==> config.mk <==
export PLATFORM = sky130hd
export DESIGN_NAME = clk_div_multi
export DESIGN_NICKNAME = d
export VERILOG_FILES = /design/src/rtl/clk_div_pkg.sv /design/src/rtl/clk_div_chan.sv /design/src/rtl/clk_div_multi.sv
export SDC_FILE = /design/constraint.sdc
export NUM_CORES = 1
export LEC_CHECK = 0
export CAP_MARGIN = 10
export CORE_MARGIN = 5
export CORE_UTILIZATION = 55
export CTS_BUF_LIST = sky130_fd_sc_hd__clkbuf_2 sky130_fd_sc_hd__clkbuf_4 sky130_fd_sc_hd__clkbuf_8
export DETAILED_ROUTE_END_ITERATION = 12
export PLACE_DENSITY = 0.73
export SYNTH_ARGS = -nofsm -noshare
export SYNTH_HDL_FRONTEND = slang
export SYNTH_SLANG_ARGS = --single-unit
==> constraint.sdc <==
create_clock -name Clk_in -period 3.11 [get_ports Clk_in]
set_input_delay 0.4665 -clock Clk_in [delete_from_list [all_inputs] [get_ports Clk_in]]
set_output_delay 0.4665 -clock Clk_in [all_outputs]
set_load 0.05 [all_outputs]
==> src/rtl/clk_div_pkg.sv <==
// Shared definitions for the multi-channel clock/strobe divider.
package clk_div_pkg;

   localparam int unsigned CNT_W_DEF   = 28;
   localparam int unsigned DEF_DIV_DEF = 100000000;

   // Per-channel output mode.
   typedef enum logic {
      MODE_TOGGLE = 1'b0,
      MODE_PULSE  = 1'b1
   } mode_e;

   // Channel-select width; at least one bit even for a single channel.
   function automatic int unsigned sel_width(input int unsigned n);
      return (n > 1) ? $clog2(n) : 1;
   endfunction

endpackage

==> src/rtl/clk_div_chan.sv <==
// One divider channel: counter, shadowed divide value, tick strobe and divided output.
module clk_div_chan
   import clk_div_pkg::*;
#(
   parameter int unsigned          CNT_W     = CNT_W_DEF,
   parameter logic [CNT_W-1:0]     DEF_DIV   = CNT_W'(DEF_DIV_DEF),
   parameter logic                 RESET_LVL = 1'b1
) (
   input  logic             clk,
   input  logic             rst_n,
   input  logic             i_en,
   input  mode_e            i_mode,
   input  logic             i_load,
   input  logic [CNT_W-1:0] i_load_val,
   output logic             o_pending,
   output logic             o_tick,
   output logic             o_clk_out
);

   logic [CNT_W-1:0] r_cnt;
   logic [CNT_W-1:0] r_active;
   logic [CNT_W-1:0] r_shadow;
   logic             r_pending;
   logic             r_tick;
   logic             r_clk_out;

   logic             w_tc;
   logic             w_apply_now;

   // >= compare: active only changes while cnt is 0, so the counter never runs past it.
   assign w_tc        = (r_cnt >= r_active);
   // A new divide value may take effect at a period boundary or while the channel is idle.
   assign w_apply_now = !i_en || w_tc;

   // Counter, tick strobe and divided output.
   always_ff @(posedge clk or negedge rst_n) begin
      if (!rst_n) begin
         r_cnt     <= '0;
         r_tick    <= 1'b0;
         r_clk_out <= RESET_LVL;
      end else if (!i_en) begin
         r_cnt     <= '0;
         r_tick    <= 1'b0;
         r_clk_out <= RESET_LVL;
      end else if (w_tc) begin
         r_cnt     <= '0;
         r_tick    <= 1'b1;
         r_clk_out <= (i_mode == MODE_PULSE) ? 1'b1 : ~r_clk_out;
      end else begin
         r_cnt     <= r_cnt + CNT_W'(1);
         r_tick    <= 1'b0;
         if (i_mode == MODE_PULSE) begin
            r_clk_out <= 1'b0;
         end
      end
   end

   // Divide value shadowing: loads mid-period wait for the boundary, last load wins.
   always_ff @(posedge clk or negedge rst_n) begin
      if (!rst_n) begin
         r_active  <= DEF_DIV;
         r_shadow  <= DEF_DIV;
         r_pending <= 1'b0;
      end else if (i_load) begin
         r_shadow <= i_load_val;
         if (w_apply_now) begin
            r_active  <= i_load_val;
            r_pending <= 1'b0;
         end else begin
            r_pending <= 1'b1;
         end
      end else if (r_pending && w_apply_now) begin
         r_active  <= r_shadow;
         r_pending <= 1'b0;
      end
   end

   assign o_pending = r_pending;
   assign o_tick    = r_tick;
   assign o_clk_out = r_clk_out;

endmodule

==> src/rtl/clk_div_multi.sv <==
// N-channel programmable clock/strobe divider; the top only decodes load strobes.
module clk_div_multi
   import clk_div_pkg::*;
#(
   parameter  int unsigned NUM_CH    = 4,
   parameter  int unsigned CNT_W     = CNT_W_DEF,
   parameter  int unsigned DEF_DIV   = DEF_DIV_DEF,
   parameter  logic        RESET_LVL = 1'b1,
   localparam int unsigned SEL_W     = sel_width(NUM_CH)
) (
   input  logic              Clk_in,
   input  logic              Reset,
   input  logic [NUM_CH-1:0] En,
   input  logic [NUM_CH-1:0] Mode,
   input  logic              Load,
   input  logic [SEL_W-1:0]  Load_sel,
   input  logic [CNT_W-1:0]  Load_val,
   output logic [NUM_CH-1:0] Pending,
   output logic [NUM_CH-1:0] Tick,
   output logic [NUM_CH-1:0] Clk_out
);

   logic [NUM_CH-1:0] w_load;

   // Selects beyond the last channel match no decode and are dropped.
   for (genvar g = 0; g < NUM_CH; g++) begin : g_ch
      assign w_load[g] = Load && (Load_sel == SEL_W'(g));

      clk_div_chan #(
         .CNT_W     (CNT_W),
         .DEF_DIV   (CNT_W'(DEF_DIV)),
         .RESET_LVL (RESET_LVL)
      ) u_chan (
         .clk        (Clk_in),
         .rst_n      (Reset),
         .i_en       (En[g]),
         .i_mode     (mode_e'(Mode[g])),
         .i_load     (w_load[g]),
         .i_load_val (Load_val),
         .o_pending  (Pending[g]),
         .o_tick     (Tick[g]),
         .o_clk_out  (Clk_out[g])
      );
   end

endmodule

==> results of run 1 <==
[sequential cells by signal, indices dropped and copies added, names as in the netlist]
name,flops
g_ch.u_chan.r_active,112
g_ch.u_chan.r_shadow,112
g_ch.u_chan.r_cnt,112
g_ch.u_chan.o_tick,4
g_ch.u_chan.o_pending,4
g_ch.u_chan.o_clk_out,4
[routing by layer]
layer  up-vias  global-route usage  share of wire
met2       177               0.354           0.48
met1      5315               0.283           0.45
met3        75              0.0360          0.036
li1       5121                   -              -
met5         -                   0              0
met4         0              0.0793          0.033
[stage by stage]
stage                     cells  hold slack (ns)  area (sq um)  setup slack (ns)
after floorplan            1456            0.171         16900             0.419
after global placement     1882            0.472         18000             0.186
after detailed placement   1882            0.481         18000            0.0949
after CTS                  1990            0.391         19300            0.0888
after global routing       1990            0.422         19300           0.00486
final                      1990            0.428         19300             0.166
[Yosys cell counts (4+ instances only)]
library cell and instances:
xnor2_1 40, xor2_1 68, and3_1 22, nand2_1 84
and4_1 4, a21o_1 8, inv_1 129, buf_6 4
buf_4 17, buf_1 5, dfrtp_1 248, dfstp_2 100
mux2_1 20, mux2_4 9, nand3_1 41, nor2b_1 9
a211oi_1 8, and2_1 5, nor3_1 9, nand2b_1 7
o21ai_0 22, nand4_1 28, clkbuf_1 17, ha_1 116
nor2_1 154, a21oi_1 45, mux2_2 195
[worst min path at each step]
stage	from	endpoint	slack (ns)	depth (start not counted)
CTS	En[2]	g_ch[2].u_chan.o_clk_out	0.39	2
global placement	g_ch[1].u_chan.r_active[10]	g_ch[1].u_chan.r_active[10]	0.47	1
detailed placement	g_ch[3].u_chan.r_shadow[2]	g_ch[3].u_chan.r_shadow[2]	0.48	1
finish	En[2]	g_ch[2].u_chan.o_clk_out	0.43	2
global route	En[1]	g_ch[1].u_chan.o_clk_out	0.42	2
floorplan	Reset	g_ch[0].u_chan.o_pending	0.17	0
[report_power, final]
group	switching, uW	total [uW]	leakage (uW)	internal [uW]
Combinational	1180	2360	0.00400	1170
Clock	1800	4310	0.000681	2510
Sequential	381	6030	0.00424	5650
Total	3360	12700	0.00893	9340
[worst reg2reg max path, stage by stage (launching register included)]
cell and delay [ns]:
dfstp_2 0.53, inv_1 0.04, ha_1 0.28, nand4_1 0.15, or3_1 0.42, nor4_2 0.29
a21o_1 0.19, a21boi_2 0.33, buf_12 0.23, mux2_2 0.37
[cell families after synthesis]
family / synth area share
AO/OA/AOI/OAI: 0.0376
XOR/XNOR: 0.0558
adder cells (fa/ha/maj): 0.0857
buffers and inverters: 0.0454
flip-flops: 0.521
multiplexers: 0.151
AND/OR/NAND/NOR: 0.103
[cell type report]
cell class | instances | area (sq um) | area share
clock inverters | 12 | 115 | 0.00596
multi-input cells | 932 | 7360 | 0.381
inverters | 129 | 484 | 0.0251
repair buffers | 78 | 861 | 0.0446
well taps | 396 | 495 | 0.0257
clock buffers | 95 | 1160 | 0.0599
flip-flops and latches | 348 | 8830 | 0.457
[cells in the final DEF (no fill, tap or decap), drive strengths merged, types with 41 or more instances in the layout]
cell type / n
inv: 129
nor2: 154
ha: 116
nand2: 86
mux2: 224
clkbuf: 95
xor2: 68
clkdlybuf4s50: 51
nand3: 41
a21oi: 45
dfrtp: 248
dfstp: 100
[timing repair]
action | 4_1_cts | 5_1_grt
hold buffers | 1 | 0
setup endpoints to repair | 0 | 47
setup buffers | 0 | 0
resized for setup | 0 | 2
endpoints found under the hold margin | 45 | 0
==> flow_metrics.env, run 1 <==
export IMPL_ys_seq_area_frac=0.521
export IMPL_cts_htree_levels=2
export IMPL_r2r_end="g_ch[1].u_chan.r_active[6]"
export IMPL_setup_viol_count_final=0
export IMPL_syn_area_sq_um=16900
export IMPL_synth_area_leaders="dfrtp_1, dfstp_2, mux2_2, ha_1, xor2_1"
export IMPL_async_reset_ff_frac=1.00
export IMPL_reg2reg_depth=9
export IMPL_crit_type="reg -> reg"
export IMPL_worstReg2RegStart="g_ch[1].u_chan.r_active[26]"
export IMPL_max_freq_ghz=0.340
export IMPL_path_depth=9
export IMPL_synth_fp_nets=1613
export IMPL_routed_via_density=5.37
export IMPL_io_pins=53
export IMPL_firstDrtPassIters=5
export IMPL_min_path_type="in -> reg"
export IMPL_totalPowerFinal_uw=12700
export IMPL_fill_cells=2373
export IMPL_worstSetupStartpoint="g_ch[1].u_chan.r_active[26]"
export IMPL_cts_sinks=348
export IMPL_via_count=10700
export IMPL_cp_arrival_ns=3.43
export IMPL_dieArea_sq_um=34400
export IMPL_rows=64
export IMPL_ctsRootBufferMaster="clkbuf_8"
export IMPL_grt_pass1_wl_um=58100
export IMPL_ant_nets=0
export IMPL_grt_max_degree=82
export IMPL_ys_warn_count=0
export IMPL_setup_tns_ns=0
export IMPL_yosys_area_top_type="dfrtp_1"
export IMPL_drc=0
export IMPL_worst_pin_slew_ns=0.662
export IMPL_overflow=0
export IMPL_finalCriticalPeriod_ns=2.94
export IMPL_yosys_area_top_type_share=0.366
export IMPL_crit_path_max_incr_delay_ns=0.53
export IMPL_area_delta_synth_final_pct=14.0
export IMPL_leakagePower_uw=0.00893
export IMPL_crit_end="g_ch[1].u_chan.r_active[6]"
export IMPL_path_buf_inv=2
export IMPL_clk_insertion_delay_late_ns=0.60
export IMPL_powerDensity_nw_per_um2=658
export IMPL_critPathRequiredTime_ns=3.59
export IMPL_drv_cap=0
export IMPL_r2r_setup_slack_ns=0.17
export IMPL_cp_cell_sequence="inv_1, ha_1, nand4_1, or3_1, nor4_2, a21o_1, a21boi_2, buf_12, mux2_2"
export IMPL_synth_edf_count=0
export IMPL_nets=1703
export IMPL_drive_gt1_frac=0.280
export IMPL_die_x_um=186
export IMPL_finalClockSkew_ns=0.0126
export IMPL_hold_viol_final=0
export IMPL_ir_drop_v=0.000589
export IMPL_rsz0062_at_grt="no"
export IMPL_cp_top_family="simple AND/OR/NAND/NOR gates"
export IMPL_portBuffers=52
export IMPL_place_congestion=0.825
export IMPL_grtUsageTotal=0.213
export IMPL_dieHeight_um=186
export IMPL_ys_seq_elements=348
export IMPL_antenna_found_initial=2
export IMPL_status="complete, no violations"
export IMPL_drt_wl_total_um=34800
export IMPL_cts_buffers=57
export IMPL_clk_path_buf_depth=3
export IMPL_avgSynthCellArea_sq_um=11.6
export IMPL_synth_cell_types=51
export IMPL_cp_end_kind="flip-flop"
export IMPL_cts_tree="done"
export IMPL_dp_hpwl_um=24300
export IMPL_fin_util=0.633
export IMPL_cpMaxStageDelayCell="dfstp_2"
export IMPL_finalMaxSlewViolations=0
export IMPL_diodes=0
export IMPL_drt_iter0_markers=454
export IMPL_startpoint_type="flip-flop"
export IMPL_maxSlewHeadroom=0.557
export IMPL_grt_pass1_vias=11500
export IMPL_netlist_instances=1456
export IMPL_core_area_sq_um=30500
export IMPL_cp_max_fo=25
export IMPL_cts_clk_slew_worst_paths_ns=0.06
export IMPL_period_share=0.947
export IMPL_wl_per_cell_um=17.5
export IMPL_start_util=0.555
export IMPL_ys_flop_type="dfrtp_1"
(Power assumes the default switching activity.)
==> run 2: changes to the inputs <==
- CORE_UTILIZATION: 55 -> 48
- PLACE_DENSITY: 0.73 -> default
==> run 2 against run 1 <==
Effect of this change: sequential share of layout area decreased by 0.27 points; non-clock buffer count increased by 1; via count decreased by 1.2%; clock-buffer cell count increased by 7; hold slack got worse by 0.065 ns; final cell count increased by 3.3%; utilization decreased by 7.3 points; design area increased by 0.60%; combinational power about the same; fmax decreased by 1.1%; sequential power about the same; critical endpoint is now g_ch[1].u_chan.r_active[12]; largest cell class unchanged.
==> flow_metrics.env, run 2 (same netlist as run 1, synthesis figures left out) <==
export IMPL_status="complete, no violations"
export IMPL_grt_pass1_wl_um=58800
export IMPL_cts_sinks=348
export IMPL_overflow=0
export IMPL_area_delta_synth_final_pct=14.6
export IMPL_ctsRootBufferMaster="clkbuf_8"
export IMPL_dieArea_sq_um=39200
export IMPL_setup_viol_count_final=0
export IMPL_worst_pin_slew_ns=0.556
export IMPL_hold_viol_final=0
export IMPL_finalMaxSlewViolations=0
export IMPL_finalCriticalPeriod_ns=2.98
export IMPL_io_pins=53
export IMPL_cts_buffers=58
export IMPL_portBuffers=52
export IMPL_cp_max_fo=14
export IMPL_finalClockSkew_ns=0.0200
export IMPL_grtUsageTotal=0.188
export IMPL_startpoint_type="flip-flop"
export IMPL_max_freq_ghz=0.336
export IMPL_finalNonFillerCells=2055
export IMPL_placed_cells=1939
export IMPL_dieHeight_um=198
export IMPL_drv_cap=0
export IMPL_drc=0
export IMPL_place_congestion=0.796
export IMPL_drt_wl_total_um=35700
export IMPL_drt_iter0_markers=388
export IMPL_cts_htree_levels=2
export IMPL_dp_slack_ns=0.103
export IMPL_die_x_um=198
export IMPL_core_area_sq_um=34700
export IMPL_via_count=10600
export IMPL_cts_tree="done"
export IMPL_wl_per_cell_um=17.4
export IMPL_nets=1705
export IMPL_dp_hpwl_um=24200
export IMPL_cp_arrival_ns=3.50
export IMPL_cts_clk_slew_worst_paths_ns=0.06
export IMPL_start_util=0.488
export IMPL_clk_path_buf_depth=3
export IMPL_final_common_cell="dfrtp_1"
export IMPL_routed_via_density=5.14
export IMPL_drive_gt1_frac=0.283
export IMPL_clk_insertion_delay_late_ns=0.64
export IMPL_cp_end_kind="flip-flop"
export IMPL_fin_area_sq_um=19400
export IMPL_grt_pass1_vias=11200
export IMPL_ir_drop_v=0.000447
export IMPL_critPathRequiredTime_ns=3.63
export IMPL_leakagePower_uw=0.00894
export IMPL_period_share=0.957
export IMPL_largestRegisters="g_ch.u_chan.r_active: 112 flops, g_ch.u_chan.r_cnt: 112 flops, g_ch.u_chan.r_shadow: 112 flops"
export IMPL_powerDensity_nw_per_um2=655
export IMPL_place_area_sq_um=18000
export IMPL_antenna_found_initial=1
export IMPL_ant_nets=0
export IMPL_setup_slack_ns=0.133
export IMPL_crit_type="reg -> reg"
export IMPL_min_path_type="in -> async"
export IMPL_grt_max_degree=80
export IMPL_mostFrequentLayoutCells="dfrtp_1, mux2_2, nor2_1"
export IMPL_setup_tns_ns=0
export IMPL_rows=68
export IMPL_firstDrtPassIters=6
export IMPL_maxSlewHeadroom=0.628
==> run 2: through the flow <==
step	total power, uW	hold WS (ns)	utilization
after floorplan	7730	0.171	-
after global placement	8350	0.425	0.520
after detailed placement	8460	0.430	0.520
after CTS	12900	0.314	0.557
after global routing	13500	0.357	0.559
final	12700	0.363	0.560
==> run 2: layer usage <==
metal	wire length (um)	global-route usage	up-vias	part of all wire
met5	0	0	-	0
li1	-	-	5113	-
met3	1310	0.0393	52	0.037
met2	16900	0.310	123	0.47
met1	16600	0.254	5276	0.47
met4	819	0.0546	0	0.023
==> run 2: worst paths after layout <==
check / endpoint / startpoint / cells after the start / slack, ns
min in group Clk_in: g_ch[3].u_chan.o_clk_out / En[3] / 2 / 0.39
worst max-delay path: g_ch[1].u_chan.r_active[12] / g_ch[1].u_chan.r_active[23] / 9 / 0.13
worst max register to register: g_ch[1].u_chan.r_active[12] / g_ch[1].u_chan.r_active[23] / 9 / 0.13
worst min register to register: g_ch[1].u_chan.r_active[11] / g_ch[1].u_chan.r_active[11] / 1 / 0.49
max in group asynchronous: g_ch[0].u_chan.r_active[24] / Reset / 3 / 1.92
worst min-delay path: g_ch[2].u_chan.r_cnt[16] / Reset / 2 / 0.36
==> run 2: power breakdown <==
group	total, uW	internal [uW]	switching, uW	leakage [uW]
sequential	6020	5650	372	0.00424
combinational	2340	1170	1180	0.00401
clock	4370	2510	1860	0.000689
==> run 2: critical path, stage by stage (launching register included) <==
cell and delay (ns):
dfstp_2 0.53, inv_1 0.05, ha_1 0.31, nand4_1 0.15, or3_4 0.41, nor4_4 0.31
a21o_1 0.23, a21boi_4 0.31, clkbuf_16 0.24, mux2_1 0.32
==> run 2: area by class of cell <==
| type | count | area [sq um] |
|---|---|---|
| repair buffers | 79 | 848 |
| flip-flops and latches | 348 | 8830 |
| fillers | 3031 | 15300 |
| well taps | 455 | 569 |
| inverters | 129 | 484 |
| clock buffers | 102 | 1250 |
| diodes | 2 | 5.00 |
| multi-input cells | 932 | 7390 |
| clock inverters | 8 | 51.3 |
==> run 2: timing repair <==
| action | CTS | global route |
|---|---|---|
| resized for setup | 0 | 5 |
| setup buffers | 0 | 2 |
| hold buffers | 1 | 0 |
| hold endpoints to repair | 33 | 0 |
| endpoints found under the setup margin | 0 | 55 |
==> run 3: changes to the inputs <==
- CTS_BUF_LIST: sky130_fd_sc_hd__clkbuf_2 sky130_fd_sc_hd__clkbuf_4 sky130_fd_sc_hd__clkbuf_8 -> default
- HOLD_SLACK_MARGIN: default -> 0.08
==> run 3 against run 2 <==
Effect of this change: critical path depth did not move; clock-buffer cell count fell by 47; total power rose by 1.3%; wire length fell by 0.67%; global-route usage fell by 0.13 points; hold slack improved by 0.10 ns; largest cell class unchanged; highest routed layer unchanged.
==> flow_metrics.env, run 3 (same netlist as run 1, synthesis figures left out) <==
export IMPL_drive_gt1_frac=0.257
export IMPL_finalClockSkew_ns=0.0160
export IMPL_worstSetupStartpoint="g_ch[0].u_chan.r_cnt[9]"
export IMPL_setup_viol_count_final=0
export IMPL_crit_end="g_ch[0].u_chan.r_active[1]"
export IMPL_dieArea_sq_um=39200
export IMPL_grt_pass1_vias=11000
export IMPL_largestRegisters="g_ch.u_chan.r_active: 112 flops, g_ch.u_chan.r_cnt: 112 flops, g_ch.u_chan.r_shadow: 112 flops"
export IMPL_mostFrequentLayoutCells="dfrtp_1, mux2_2, nor2_1"
export IMPL_dp_slack_ns=0.103
export IMPL_finalCriticalPeriod_ns=2.91
export IMPL_cp_top_family="compound AO/OA/AOI/OAI gates"
export IMPL_grt_pass1_wl_um=58500
export IMPL_r2r_end="g_ch[0].u_chan.r_active[1]"
export IMPL_rows=68
export IMPL_drt_iter0_markers=339
export IMPL_ctsRootBufferMaster="clkbuf_16"
export IMPL_cts_htree_levels=2
export IMPL_dp_hpwl_um=24200
export IMPL_ant_nets=0
export IMPL_via_count=10500
export IMPL_area_delta_synth_final_pct=14.4
export IMPL_min_path_type="in -> async"
export IMPL_final_common_cell="dfrtp_1"
export IMPL_cp_cell_sequence="ha_1, a21oi_1, nor2_1, a2111oi_2, a31oi_1, nor4_4, a21o_1, buf_4, mux2_2"
export IMPL_powerDensity_nw_per_um2=665
export IMPL_maxSlewHeadroom=0.639
export IMPL_wl_per_cell_um=17.6
export IMPL_nets=1686
export IMPL_setup_slack_ns=0.197
export IMPL_finalMaxSlewViolations=0
export IMPL_drt_wl_total_um=35500
export IMPL_core_area_sq_um=34700
export IMPL_ir_drop_v=0.000537
export IMPL_period_share=0.937
export IMPL_antenna_found_initial=1
export IMPL_io_pins=53
export IMPL_cts_sinks=348
export IMPL_cts_tree="done"
export IMPL_drc=0
export IMPL_worst_pin_slew_ns=0.537
export IMPL_cp_max_fo=17
export IMPL_worstReg2RegStart="g_ch[0].u_chan.r_cnt[9]"
export IMPL_clk_insertion_delay_late_ns=0.53
export IMPL_r2r_setup_slack_ns=0.20
export IMPL_start_util=0.488
export IMPL_startpoint_type="flip-flop"
export IMPL_overflow=0
export IMPL_firstDrtPassIters=4
export IMPL_drv_cap=0
export IMPL_rsz0062_at_grt="no"
export IMPL_hold_viol_final=0
export IMPL_grt_max_degree=80
export IMPL_clk_path_buf_depth=3
export IMPL_grtUsageTotal=0.187
export IMPL_cp_end_kind="flip-flop"
export IMPL_portBuffers=52
export IMPL_crit_type="reg -> reg"
export IMPL_crit_path_max_incr_delay_ns=0.44
export IMPL_cts_clk_slew_worst_paths_ns=0.06
export IMPL_fin_util=0.558
export IMPL_fill_cells=2995
export IMPL_leakagePower_uw=0.00888
export IMPL_reg2reg_depth=9
export IMPL_die_x_um=198
export IMPL_cts_buffers=39
export IMPL_cpMaxStageDelayCell="dfrtp_1"
export IMPL_path_depth=9
export IMPL_routed_via_density=5.21
export IMPL_setup_tns_ns=0
export IMPL_cp_arrival_ns=3.32
export IMPL_dieHeight_um=198
export IMPL_status="complete, no violations"
export IMPL_max_freq_ghz=0.343
export IMPL_critPathRequiredTime_ns=3.52
export IMPL_path_buf_inv=1
export IMPL_place_congestion=0.796
-- run 3: cell count changes in the layout (fill, tap and decap cells not counted) --
cell	change
clkbuf_8	-72
clkbuf_16	+39
clkbuf_4	-25
clkbuf_1	+11
clkinv_2	+6
bufinv_16	+3
clkinvlp_4	-3
buf_4	-1
buf_6	+1
inv_8	+1
-- run 3: worst min-delay path by stage --
stage,depth (start not counted),startpoint,to,slack [ns]
after CTS,2,Reset,g_ch[2].u_chan.r_cnt[16],0.46
final,2,Reset,g_ch[2].u_chan.r_cnt[16],0.46
after global placement,1,Reset,g_ch[2].u_chan.o_tick,0.43
after detailed placement,1,Reset,g_ch[2].u_chan.o_tick,0.43
after floorplan,0,Reset,g_ch[0].u_chan.o_pending,0.17
after global routing,2,Reset,g_ch[2].u_chan.r_cnt[16],0.49
-- run 3: power by group --
| group | switching (uW) | internal [uW] |
|---|---|---|
| Combinational | 1180 | 1170 |
| Clock | 1830 | 2690 |
| Sequential | 374 | 5650 |
-- run 3: layout make-up --
type                    count  area (sq um)  area share
clock inverters            15           160     0.00827
repair buffers             79           852      0.0440
flip-flops and latches    348          8830       0.456
well taps                 455           569      0.0294
multi-input cells         932          7390       0.381
diodes                      2          5.00    0.000258
clock buffers              55          1090      0.0560
inverters                 129           484      0.0250
-- run 3: routing by layer --
layer / track usage / routed length (um) / part of all wire
met5: 0 / 0 / 0
met4: 0.0495 / 773 / 0.022
met3: 0.0299 / 1270 / 0.036
met2: 0.313 / 17000 / 0.48
met1: 0.255 / 16400 / 0.46
-- run 3: timing repair --
| action | in CTS | in global routing |
|---|---|---|
| gates resized for setup | 0 | 5 |
| setup buffers | 0 | 1 |
| hold endpoints to repair | 33 | 0 |
| endpoints found under the setup margin | 0 | 50 |
| hold buffers | 1 | 0 |
-- run 3: through the flow --
step	power, uW	cell area, sq um	hold slack, ns	instances
6_report	12900	19400	0.465	2015
5_1_grt	13700	19400	0.490	2013
4_1_cts	13100	19300	0.461	2010
3_5_place_dp	8460	18000	0.430	1939
3_3_place_gp	8350	18000	0.425	1939
2_1_floorplan	7730	16900	0.171	1456
